--- config.mk ---
export PLATFORM = sky130hd
export DESIGN_NAME = mem_arbiter
export DESIGN_NICKNAME = d
export VERILOG_FILES = /design/src/rtl/cpu_pkg.sv /design/src/rtl/mem_arbiter.sv
export SDC_FILE = /design/constraint.sdc
export NUM_CORES = 1
export LEC_CHECK = 0
export BUFFER_PORTS_ARGS = -buffer_cell sky130_fd_sc_hd__buf_2
export CAP_MARGIN = 20
export CORE_ASPECT_RATIO = 1.75
export CORE_MARGIN = 2
export CORE_UTILIZATION = 35
export CTS_BUF_LIST = sky130_fd_sc_hd__clkbuf_4 sky130_fd_sc_hd__clkbuf_8
export CTS_CLUSTER_SIZE = 12
export DETAILED_ROUTE_END_ITERATION = 12
export GPL_ROUTABILITY_DRIVEN = 0
export PLACE_DENSITY_LB_ADDON = 0.2
export RECOVER_POWER = 100
export SLEW_MARGIN = 10
export SYNTH_ARGS = -nofsm -noshare
export SYNTH_HDL_FRONTEND = slang
export SYNTH_SLANG_ARGS = --single-unit
--- constraint.sdc ---
create_clock -name clk -period 1.6 [get_ports clk]
set_input_delay 0.08 -clock clk [delete_from_list [all_inputs] [get_ports clk]]
set_output_delay 0.08 -clock clk [all_outputs]
set_load 0.02 [all_outputs]
--- src/rtl/cpu_pkg.sv ---
// Shared definitions for the CPU memory-side blocks: the arbiter state
// encoding, default parameter values and the starve-counter helper.
package cpu_pkg;

  // Default number of consecutive data grants allowed while fetch waits.
  localparam int STARVE_LIMIT_DEF = 4;

  // Default address/data width.
  localparam int AW_DEF = 32;

  // Width of the starve counter; large enough for any practical limit.
  localparam int CNT_W = 8;

  // Arbiter FSM states.
  typedef enum logic [1:0] {
    IDLE   = 2'd0,
    BUSY_I = 2'd1,
    BUSY_D = 2'd2,
    RESP   = 2'd3
  } arbState_t;

  // Saturating increment: counts up by one but never past lim.
  function automatic logic [CNT_W-1:0] satInc(input logic [CNT_W-1:0] v,
                                              input logic [CNT_W-1:0] lim);
    logic [CNT_W-1:0] res;
    if (v >= lim) begin
      res = lim;
    end else begin
      res = v + {{(CNT_W-1){1'b0}}, 1'b1};
    end
    return res;
  endfunction

endpackage

--- src/rtl/mem_arbiter.sv ---
// Two-port memory arbiter: an instruction-fetch port and a data port share a
// single memory. Data normally wins, but after STARVE_LIMIT consecutive data
// grants with fetch waiting, fetch is granted once. Every access walks
// IDLE -> BUSY_x -> RESP, and the ready pulse of the served port coincides
// with RESP.
module mem_arbiter
  import cpu_pkg::*;
#(
  parameter int STARVE_LIMIT = STARVE_LIMIT_DEF,
  parameter int AW           = AW_DEF
) (
  input  logic          clk,
  input  logic          reset,
  // fetch port
  input  logic          if_req,
  input  logic [AW-1:0] if_addr,
  output logic [AW-1:0] if_rdata,
  output logic          if_ready,
  // data port
  input  logic          d_req,
  input  logic          d_we,
  input  logic [AW-1:0] d_addr,
  input  logic [AW-1:0] d_wdata,
  output logic [AW-1:0] d_rdata,
  output logic          d_ready,
  // shared memory
  output logic          mem_req,
  output logic          mem_we,
  output logic [AW-1:0] mem_addr,
  output logic [AW-1:0] mem_wdata,
  input  logic [AW-1:0] mem_rdata,
  input  logic          mem_ack,
  // pipeline stalls
  output logic          stall_F,
  output logic          stall_M
);

  localparam logic [CNT_W-1:0] LIMIT_C = CNT_W'(STARVE_LIMIT);

  arbState_t        stateR;
  logic [CNT_W-1:0] starveCntR;

  logic             grantDataS;
  logic             grantFetchS;
  logic [CNT_W-1:0] nextCntS;

  // Grant decision and next starve-count value, only used while in IDLE.
  always_comb begin
    grantDataS  = 1'b0;
    grantFetchS = 1'b0;
    nextCntS    = {CNT_W{1'b0}};
    if (d_req && (starveCntR < LIMIT_C)) begin
      grantDataS = 1'b1;
      if (if_req) begin
        nextCntS = satInc(starveCntR, LIMIT_C);
      end else begin
        nextCntS = {CNT_W{1'b0}};
      end
    end else if (if_req) begin
      grantFetchS = 1'b1;
      nextCntS    = {CNT_W{1'b0}};
    end else if (d_req) begin
      // fetch is not waiting here, so the starvation history is dropped
      grantDataS = 1'b1;
      nextCntS   = {CNT_W{1'b0}};
    end else begin
      nextCntS = {CNT_W{1'b0}};
    end
  end

  // Arbiter FSM with registered memory-side and response outputs.
  always_ff @(posedge clk or negedge reset) begin
    if (!reset) begin
      stateR     <= IDLE;
      starveCntR <= {CNT_W{1'b0}};
      if_rdata   <= {AW{1'b0}};
      d_rdata    <= {AW{1'b0}};
      if_ready   <= 1'b0;
      d_ready    <= 1'b0;
      mem_req    <= 1'b0;
      mem_we     <= 1'b0;
      mem_addr   <= {AW{1'b0}};
      mem_wdata  <= {AW{1'b0}};
    end else begin
      // ready strobes are single-cycle unless raised below
      if_ready <= 1'b0;
      d_ready  <= 1'b0;
      case (stateR)
        IDLE: begin
          starveCntR <= nextCntS;
          if (grantDataS) begin
            stateR    <= BUSY_D;
            mem_req   <= 1'b1;
            mem_we    <= d_we;
            mem_addr  <= d_addr;
            mem_wdata <= d_wdata;
          end else if (grantFetchS) begin
            stateR    <= BUSY_I;
            mem_req   <= 1'b1;
            mem_we    <= 1'b0;
            mem_addr  <= if_addr;
            mem_wdata <= {AW{1'b0}};
          end else begin
            stateR    <= IDLE;
            mem_req   <= 1'b0;
            mem_we    <= 1'b0;
            mem_addr  <= {AW{1'b0}};
            mem_wdata <= {AW{1'b0}};
          end
        end
        BUSY_I: begin
          if (mem_ack) begin
            stateR    <= RESP;
            mem_req   <= 1'b0;
            mem_we    <= 1'b0;
            mem_addr  <= {AW{1'b0}};
            mem_wdata <= {AW{1'b0}};
            if_rdata  <= mem_rdata;
            if_ready  <= 1'b1;
          end else begin
            stateR <= BUSY_I;
          end
        end
        BUSY_D: begin
          if (mem_ack) begin
            stateR    <= RESP;
            mem_req   <= 1'b0;
            mem_we    <= 1'b0;
            mem_addr  <= {AW{1'b0}};
            mem_wdata <= {AW{1'b0}};
            d_rdata   <= mem_rdata;
            d_ready   <= 1'b1;
          end else begin
            stateR <= BUSY_D;
          end
        end
        RESP: begin
          // requests still high here belong to the access just finished
          stateR <= IDLE;
        end
        default: begin
          stateR    <= IDLE;
          mem_req   <= 1'b0;
          mem_we    <= 1'b0;
          mem_addr  <= {AW{1'b0}};
          mem_wdata <= {AW{1'b0}};
        end
      endcase
    end
  end

  // Stalls follow the request/ready handshake combinationally.
  assign stall_F = if_req & ~if_ready;
  assign stall_M = d_req & ~d_ready;

endmodule

After elaboration in Yosys (flattened, before gate mapping)
Cells that the tools add are included.

Flip-flop bits (word level): 142. Bits of input ports: 134. Output and inout bits: 134. Word-level logic and storage cells: 56.

Add/subtract/negate cells: 1. Order comparisons: 2. Equality and inequality tests: 4. Multiplexer cells: 28. Bitwise logic cells: 4. Reduce and logical (&&, ||, !) cells: 7.

Operators with widths (number): two-way mux 32 bit (4); one-hot mux 32 bit (2 select lines) (2); two-way mux 8 bit (3); two-way mux 1 bit (14); adder 8 x 1 -> 8 bit, second input constant (1); greater-or-equal comparator 8 x 3 -> 1 bit, second input constant (1); less-than comparator 8 x 3 -> 1 bit, second input constant (1); one-hot mux 2 bit (4 select lines) (1); AND reduction 2 bit (3); equality test 2 bit, second input constant (2); two-way mux 2 bit (2); one-hot mux 1 bit (2 select lines) (2); bitwise AND 1 bit (2); equality test 2 x 1 -> 1 bit, second input constant (1); logical NOT 2 bit (1); != test 2 x 1 -> 1 bit, second input constant (1); inverter 1 bit (2); nonzero test 2 bit (1); OR reduction 2 bit (1); logical AND 1 bit (1).

Logic depth before layout (Yosys ltp)
Gate-level depths: netlist of the first run.

Depth in word-level cells: 6. Mapped depth: 9. Gate-level depth less buffers: 6.

Worst setup path after synthesis of the first run
OpenSTA, ideal clock, no wires.

Path kind: flip-flop to flip-flop. Start point: register stateR[0]. End point: register mem_addr[12]. Library setup time: 0.087 ns. Arrival: 1.666 ns. Required time: 1.513 ns. Path slack: -0.152 ns. Cell stages (with the launch flop): 10. Buffers on the path: 4. Clock period less this slack: 1.752 ns. Cells stage by stage: dfrtp_1 inv_1 ha_1 buf_2 nor2b_1 buf_2 buf_2 clkbuf_1 o211ai_1 o211ai_1.

Word-level cells in the longest chain between the ends: 4. Elaborated cells between the ends (all ways): 8. Those cells by class: eq/ne (3); mux (1); reduce/logical (4).

Ends and longest elaborated chain: from (decl) (line mem_arbiter.sv:40) `arbState_t stateR;`; from (signal assigned) (line mem_arbiter.sv:74) `stateR <= IDLE;`; from (signal assigned) (line mem_arbiter.sv:92) `stateR <= BUSY_D;`; from (signal assigned) (line mem_arbiter.sv:98) `stateR <= BUSY_I;`; equality test 2 bit or equality test 2 x 1 -> 1 bit (tied branches) (line mem_arbiter.sv:88) `case (stateR)`; OR reduction 2 bit (no source line); != test 2 x 1 -> 1 bit (no source line) or nonzero test 2 bit (tied branches); AND reduction 2 bit (no source line); to (signal assigned) (line mem_arbiter.sv:82) `mem_addr <= {AW{1'b0}};`; to (signal assigned) (line mem_arbiter.sv:95) `mem_addr <= d_addr;`; to (signal assigned) (line mem_arbiter.sv:101) `mem_addr <= if_addr;`; to (decl) (line mem_arbiter.sv:29) `output logic [AW-1:0] mem_addr,`.

Several ways; a longest one is shown, not always the timed one. A chain may end at the register's enable or synchronous reset.

Worst setup path in the final report of the first run
Start point: register starveCntR[3]. End point: register mem_wdata[12].

Word-level cells in the longest chain between the ends: 5.

Ends and longest elaborated chain: from (decl) (line mem_arbiter.sv:41) `logic [CNT_W-1:0] starveCntR;`; from (signal assigned) (line mem_arbiter.sv:75) `starveCntR <= {CNT_W{1'b0}};`; from (signal assigned) (line mem_arbiter.sv:90) `starveCntR <= nextCntS;`; less-than comparator 8 x 3 -> 1 bit (line mem_arbiter.sv:52) `if (d_req && (starveCntR < LIMIT_C)) begin`; logical AND 1 bit (line mem_arbiter.sv:52); two-way mux 1 bit (line mem_arbiter.sv:52); two-way mux 32 bit (line mem_arbiter.sv:91) `if (grantDataS) begin`; one-hot mux 32 bit (2 select lines) (line mem_arbiter.sv:88); to (signal assigned) (line mem_arbiter.sv:83) `mem_wdata <= {AW{1'b0}};`; to (signal assigned) (line mem_arbiter.sv:96) `mem_wdata <= d_wdata;`; to (signal assigned) (line mem_arbiter.sv:102) `mem_wdata <= {AW{1'b0}};`; to (decl) (line mem_arbiter.sv:30) `output logic [AW-1:0] mem_wdata,`.

No other way between the ends.

==> impl_results.md, run 1 <==
- Detail-routed via count per cell: 4.924
- Post-layout util: 56.61%
- Final WL: approximately 19000 um
- Gr usage total: 20.16%
- Final hold vios: 0
- Max-slew violation count: 0
- Final setup fails: 26
- CTS tree: built
- Finished layout cell area: 9594 sq um
- Top post-synthesis cells by count: dfrtp_1, nand2_1, mux2_2, o211ai_1, a32o_1
- Placed cell count: 981
- Synthesized area per cell: 12.17 sq um
- N_diodes: 0
- Synth-to-Final Area Change: 58.04%
- Core ar.: ~17000 sq um
- VDD IR max: 0.9388 mV
- CP endpoint kind: flop
- Power, Total: 16.31 mW
- Top-count cell post-synth: dfrtp_1
- Post-synth cell types: 29
- Sw Share: between 40 and 50%
- Row cnt: 63
- Detailed-route DRC error count: 0
- Buf/Inv on CP: 1
- Mapped Area: 6071 sq um
- Initial DRC Count: slightly above 300
- Die span in x: roughly 100 um
- Cells after Synth: 499
- Final worst path period need: about 1600 ps
- Non-Filler Instances: roughly 1100
- Slew Limit Headroom: between 20% and 30%
- Synth Register Bits: between 100 and 150
- Yosys top cell by area: dfrtp_1
- DRT Pass-1 Iters: 4
- Max Fanout on Critical Path: 33
- Insertion delay to the later sink of the worst-skew pair: 440 ps
- # port buffers: roughly 270
- Ports: 268
- Slowest Stage Delay on Critical Path: 590 ps
- CP Class: flop to flop
- Outcome: finished, violations left
- Fin nets: 1046
- Placed inst area: just under 8000 sq um
- Hpwl dp: around 12000 um
- Pleak: 4.242 nW
- Root buffer cell: clkbuf_8
- Final ANT Viol Nets: 0
- Avg WL per Cell: 16.73 um
- Final WS setup: -22.58 ps
- DR vias: 5648
- Pin count of the biggest net entering global routing: 50
- Failing checks: negative setup slack
- Fill cells: 1476
- Initial antenna violation count: 0
- Critical Path AT: about 2000 ps
- Hold slack: 43.57 ps
- Pint: approximately 9.7 mW
- Seq pwr share: 34.5%
- Total CTS buffers: 17
- H-Tree Level Count: 4
- Setup_tns: -177.9 ps
- RSZ-0062 raised after global routing: true
- Crit-path slowest cell: or4b_4
- CP top delay family: simple AND/OR/NAND/NOR gates
- Worst Max-Slew Pin Slew: 1122 ps
- Period utilization: 101.4%
- Clock tree buffer depth: 2
- MaxCap Viol Count: 0
- Sequential area share after synthesis: roughly three fifths
- Share of layout cells above drive strength 1: 31.52%
- Vias in the first global route: 6079
- Grt ovf: 0
- Clk pwr share: 18.5%
- FMAX: between 600 and 700 MHz
- Main flop type after synthesis: dfrtp_1
- Crit-path cells: or4b_4, o22ai_4, buf_12, a32o_1
- Ys async rst share: 100.0%
- Net switching power figure: 6.577 mW
- Initial Util: 35.82%
- Startpoint Class: flop
- Die area: 18460 sq um
- First-pass GRT wire length: 29780 um
- Skew final: 7.777 ps
- Clock-pin slew on the worst setup and hold paths: 80 ps
- Share of the synthesized area in the top cell type: 58.53%
- Hold crit path type: input port to flop
- Pwr per Cell Area: roughly 1700 nW/um^2
- Pre-CTS WS: -106.6 ps
- Worst EP required: 1970 ps
- Post-Syn Nets: 638
- Die Y: between 150 and 200 um
- EDFF count, synth: 0
- Synth area leaders: dfrtp_1, mux2_2, o211ai_1, a32o_1, nand2_1
- Combinational Power Share: 47.0%
- Clk sinks: 142
- Ys Warns: 0
-- what timing repair did --
| item | in CTS | in global routing |
|---|---|---|
| gates cloned | 2 | 4 |
| hold buffers | 120 | 0 |
| setup endpoints to repair | 67 | 93 |
| setup buffers | 6 | 2 |
| resized for setup | 10 | 11 |
| pin swaps | 5 | 5 |
| endpoints found under the hold margin | 272 | 0 |
-- cells in the final DEF (no fill, tap or decap), drive strengths merged, types with 2 or more instances in the layout --
cell and count:
a22oi 2, dlygate4sd3 120, inv 10, nand4 2
and2 32, dfrtp 142, clkinv 3, bufinv 3
nand2 74, clkinvlp 5, clkbuf 165, o22ai 4
ha 5, mux2 64, nor2 5, a2bb2oi 3
or3 2, nor2b 3, o211ai 64, nor3 2
a32o 33, o21ai 3, buf 167
-- path summary, 6_finish.rpt --
check,slack (ps),endpoint,startpoint,cells past startpoint
max,-20,mem_wdata[12],starveCntR[3],4
max reg2reg,-20,mem_wdata[12],starveCntR[3],4
max in group asynchronous,290,mem_wdata[20],reset,3
min,40,mem_addr[27],if_addr[27],4
min reg2reg,480,mem_req,mem_req,2
min in group asynchronous,390,mem_addr[20],reset,2
-- per-layer routing --
layer / GRT usage (%) / vias to the layer above / share of wire, %
li1: - / 2627 / -
met1: 21.96 / 2762 / 39
met2: 36.56 / 232 / 53
met3: 5.517 / 27 / 6.3
met4: 9.122 / 0 / 2.2
met5: 0 / - / 0
-- tightest hold or removal path: stages --
cell,delay (ps)
buf_2,70
and2_1,110
o211ai_1,80
o211ai_1,100
-- power by group through the flow --
stage / Combinational, mW / Sequential, mW / Clock (mW)
5_1_grt: 8.24 / 5.79 / 3.26
3_3_place_gp: 7.05 / 5.57 / 0
4_1_cts: 8.01 / 5.59 / 3.14
6_report: 7.67 / 5.62 / 3.02
2_1_floorplan: 2.89 / 7.14 / 0
3_5_place_dp: 7.18 / 5.65 / 0
-- cell type report --
class | instances | area [sq um] | area share [%]
Clock buffer | 19 | 255.2 | 2.660
Multi-Input combinational cell | 305 | 2394 | 24.95
Timing Repair Buffer | 433 | 2914 | 30.37
Clock inverter | 13 | 163.9 | 1.708
Tap cell | 227 | 284.0 | 2.960
Sequential cell | 142 | 3553 | 37.04
Inverter | 8 | 30.03 | 0.3130
-- state kept, by name, summed over array words and instances, names as in the netlist --
| register | flops |
|---|---|
| d_ready | 1 |
| d_rdata | 32 |
| if_ready | 1 |
| stateR | 2 |
| mem_req | 1 |
| mem_addr | 32 |
| mem_we | 1 |
| mem_wdata | 32 |
| if_rdata | 32 |
| starveCntR | 8 |
-- logic make-up (layout without fill, tap and decap cells) --
family                     after synthesis  count (layout)  share of synthesized area (%)
AOI/OAI and AO/OA                      110             110                          15.00
xor gates and xnor gates                 1               1                         0.1443
adders and majority gates                5               5                          1.031
buffers and inverters                   52             473                          3.669
DFF                                    142             142                          58.53
muxes                                   65              65                          12.04
and+or+nand+nor                        124             124                          9.584
Note: power is estimated with default switching activity, not from simulation.
==> run 2: changes to the inputs <==
==> constraint.sdc (replaced) <==
create_clock -name clk -period 1.5 [get_ports clk]
set_input_delay 0.075 -clock clk [delete_from_list [all_inputs] [get_ports clk]]
set_output_delay 0.075 -clock clk [all_outputs]
set_load 0.02 [all_outputs]
==> run 2 against run 1 <==
Compared with the run above:
- largest cell class unchanged
- non-clock buffer count rose by 24
- final cell count increased by 2.1%
- clock skew increased by 10 ps
- total power is 23% higher
- clock power is 25% higher
- fmax decreased by 0.30%
- utilization increased by 5.4 points
- die area did not move
- the flow still finishes with violations (negative setup slack)
- register-to-register slack got worse by 100 ps
- critical path depth unchanged
==> impl_results.md, run 2 (synthesis results as in run 1) <==
- Synth-to-Final Area Change: 73.00%
- Vias in the first global route: 6437
- Clock tree buffer depth: 2
- First-pass GRT wire length: about 33000 um
- Total CTS buffers: 17
- Detail-routed via count per cell: 5.056
- WHS Path Cells: 4
- Root buffer cell: clkbuf_8
- DR vias: 5920
- Die Y: ~180 um
- Failing checks: negative setup slack
- Initial antenna violation count: 0
- # port buffers: between 200 and 300
- Worst EP required: 1890 ps
- Fill cells: 1352
- CTS tree: built
- Initial DRC Count: around 220
- Ports: 268
- Pleak: between 4 and 5 nW
- Pin count of the biggest net entering global routing: 57
- R2R cell count: 4
- Max-slew violation count: 0
- Critical Path AT: 2010 ps
- Slew Limit Headroom: between 20% and 30%
- GR Util met2: 43.63%
- Reg2reg start: starveCntR[2]
- VDD IR max: 1.317 mV
- Non-Filler Instances: 1171
- Period utilization: 108.5%
- Clock-pin slew on the worst setup and hold paths: 80 ps
- Gr usage total: 22.93%
- Fin nets: 1070
- Setup_tns: -10230 ps
- Initial Util: approximately 36%
- Placed cell count: slightly below 1000
- Final ANT Viol Nets: 0
- Met1 Resource Use GR: 23.80%
- Core ar.: 16950 sq um
- Commonest non-fill, non-tap cell in the layout: dfrtp_1
- CP Class: flop to flop
- Final setup fails: approximately 130
- Detailed-route DRC error count: 0
- Hpwl dp: between 10000 and 15000 um
- Skew final: 17.86 ps
- RSZ-0062 raised after global routing: true
- Die area: 18460 sq um
- FMAX: 614.4 MHz
- Hold crit path type: input port to flop
- Final worst path period need: 1628 ps
- Final WS setup: -127.5 ps
- MaxCap Viol Count: 0
- Max Fanout on Critical Path: 33
- Worst Max-Slew Pin Slew: 1081 ps
- Avg WL per Cell: roughly 19 um
- Startpoint Class: flop
- DRT Pass-1 Iters: 4
- CP endpoint kind: flop
- M3 GR Usage: 5.773%
- Final WL: roughly 22000 um
- Die span in x: 103.6 um
- Grt ovf: 0
- GR peak layer: met2
- H-Tree Level Count: 4
- Outcome: finished, violations left
- N_diodes: 0
- Pre-CTS WS: -244.3 ps
- Critical path origin: starveCntR[2]
- Clk sinks: 142
- Most frequent cells in the layout: dfrtp_1, buf_2, clkbuf_1, dlygate4sd3_1, o211ai_1
- Final hold vios: 0
- Share of layout cells above drive strength 1: 35.81%
- Insertion delay to the later sink of the worst-skew pair: between 400 and 500 ps
- Pwr per Cell Area: between 1500 and 2000 nW/um^2
- HP Start: if_addr[29]
- Row cnt: 63
## run 2: path summary, 6_finish.rpt
check	end	slack, ps
setup / recovery	mem_wdata[6]	-130
hold / removal	mem_addr[29]	30
setup reg to reg	mem_wdata[6]	-130
hold reg to reg	mem_wdata[14]	490
max in group asynchronous	mem_wdata[4]	190
min in group asynchronous	mem_addr[21]	380
## run 2: repair_timing
item	4_1_cts	5_1_grt
cloned	10	6
endpoints found under the hold margin	273	0
pin swaps	6	30
hold buffers	125	0
resized for setup	53	84
endpoints found under the setup margin	135	138
setup buffers	10	6
## run 2: power breakdown
part	switching (mW)	internal, mW	leakage [nW]
clock	1.57	2.22	0.240
sequential	0.877	5.25	1.81
combinational	5.43	4.69	2.77
total	7.88	12.2	4.82
## run 2: area by class of cell
class	count	area, sq um	share of cell area (%)
multi-input cells	305	2751	26.20
well taps	227	284.0	2.704
repair buffers	457	3393	32.31
inverters	8	30.03	0.2859
clock buffers	19	255.2	2.430
flip-flops and latches	142	3553	33.83
clock inverters	13	235.2	2.240
## run 2: layer usage
layer,vias up,routed length (um)
li1,2673,-
met5,-,0
met4,0,770
met2,291,12110
met3,50,1461
met1,2906,7764
## run 2: through the flow
step	total power, mW	hold slack [ps]	area (sq um)	util [%]
floorplan	10.79	-220.6	6146	-
global placement	13.41	4.979	7899	46.61
detailed placement	13.63	20.37	7899	46.61
CTS	19.32	1.506	10210	60.25
global route	21.04	39.57	10500	61.97
finish	20.05	28.76	10500	61.97
## run 2: critical path: stages, from the launching register on
cell and delay (ps):
dfrtp_1 380, or4b_4 600, o22ai_4 150, buf_12 210
a32o_2 200
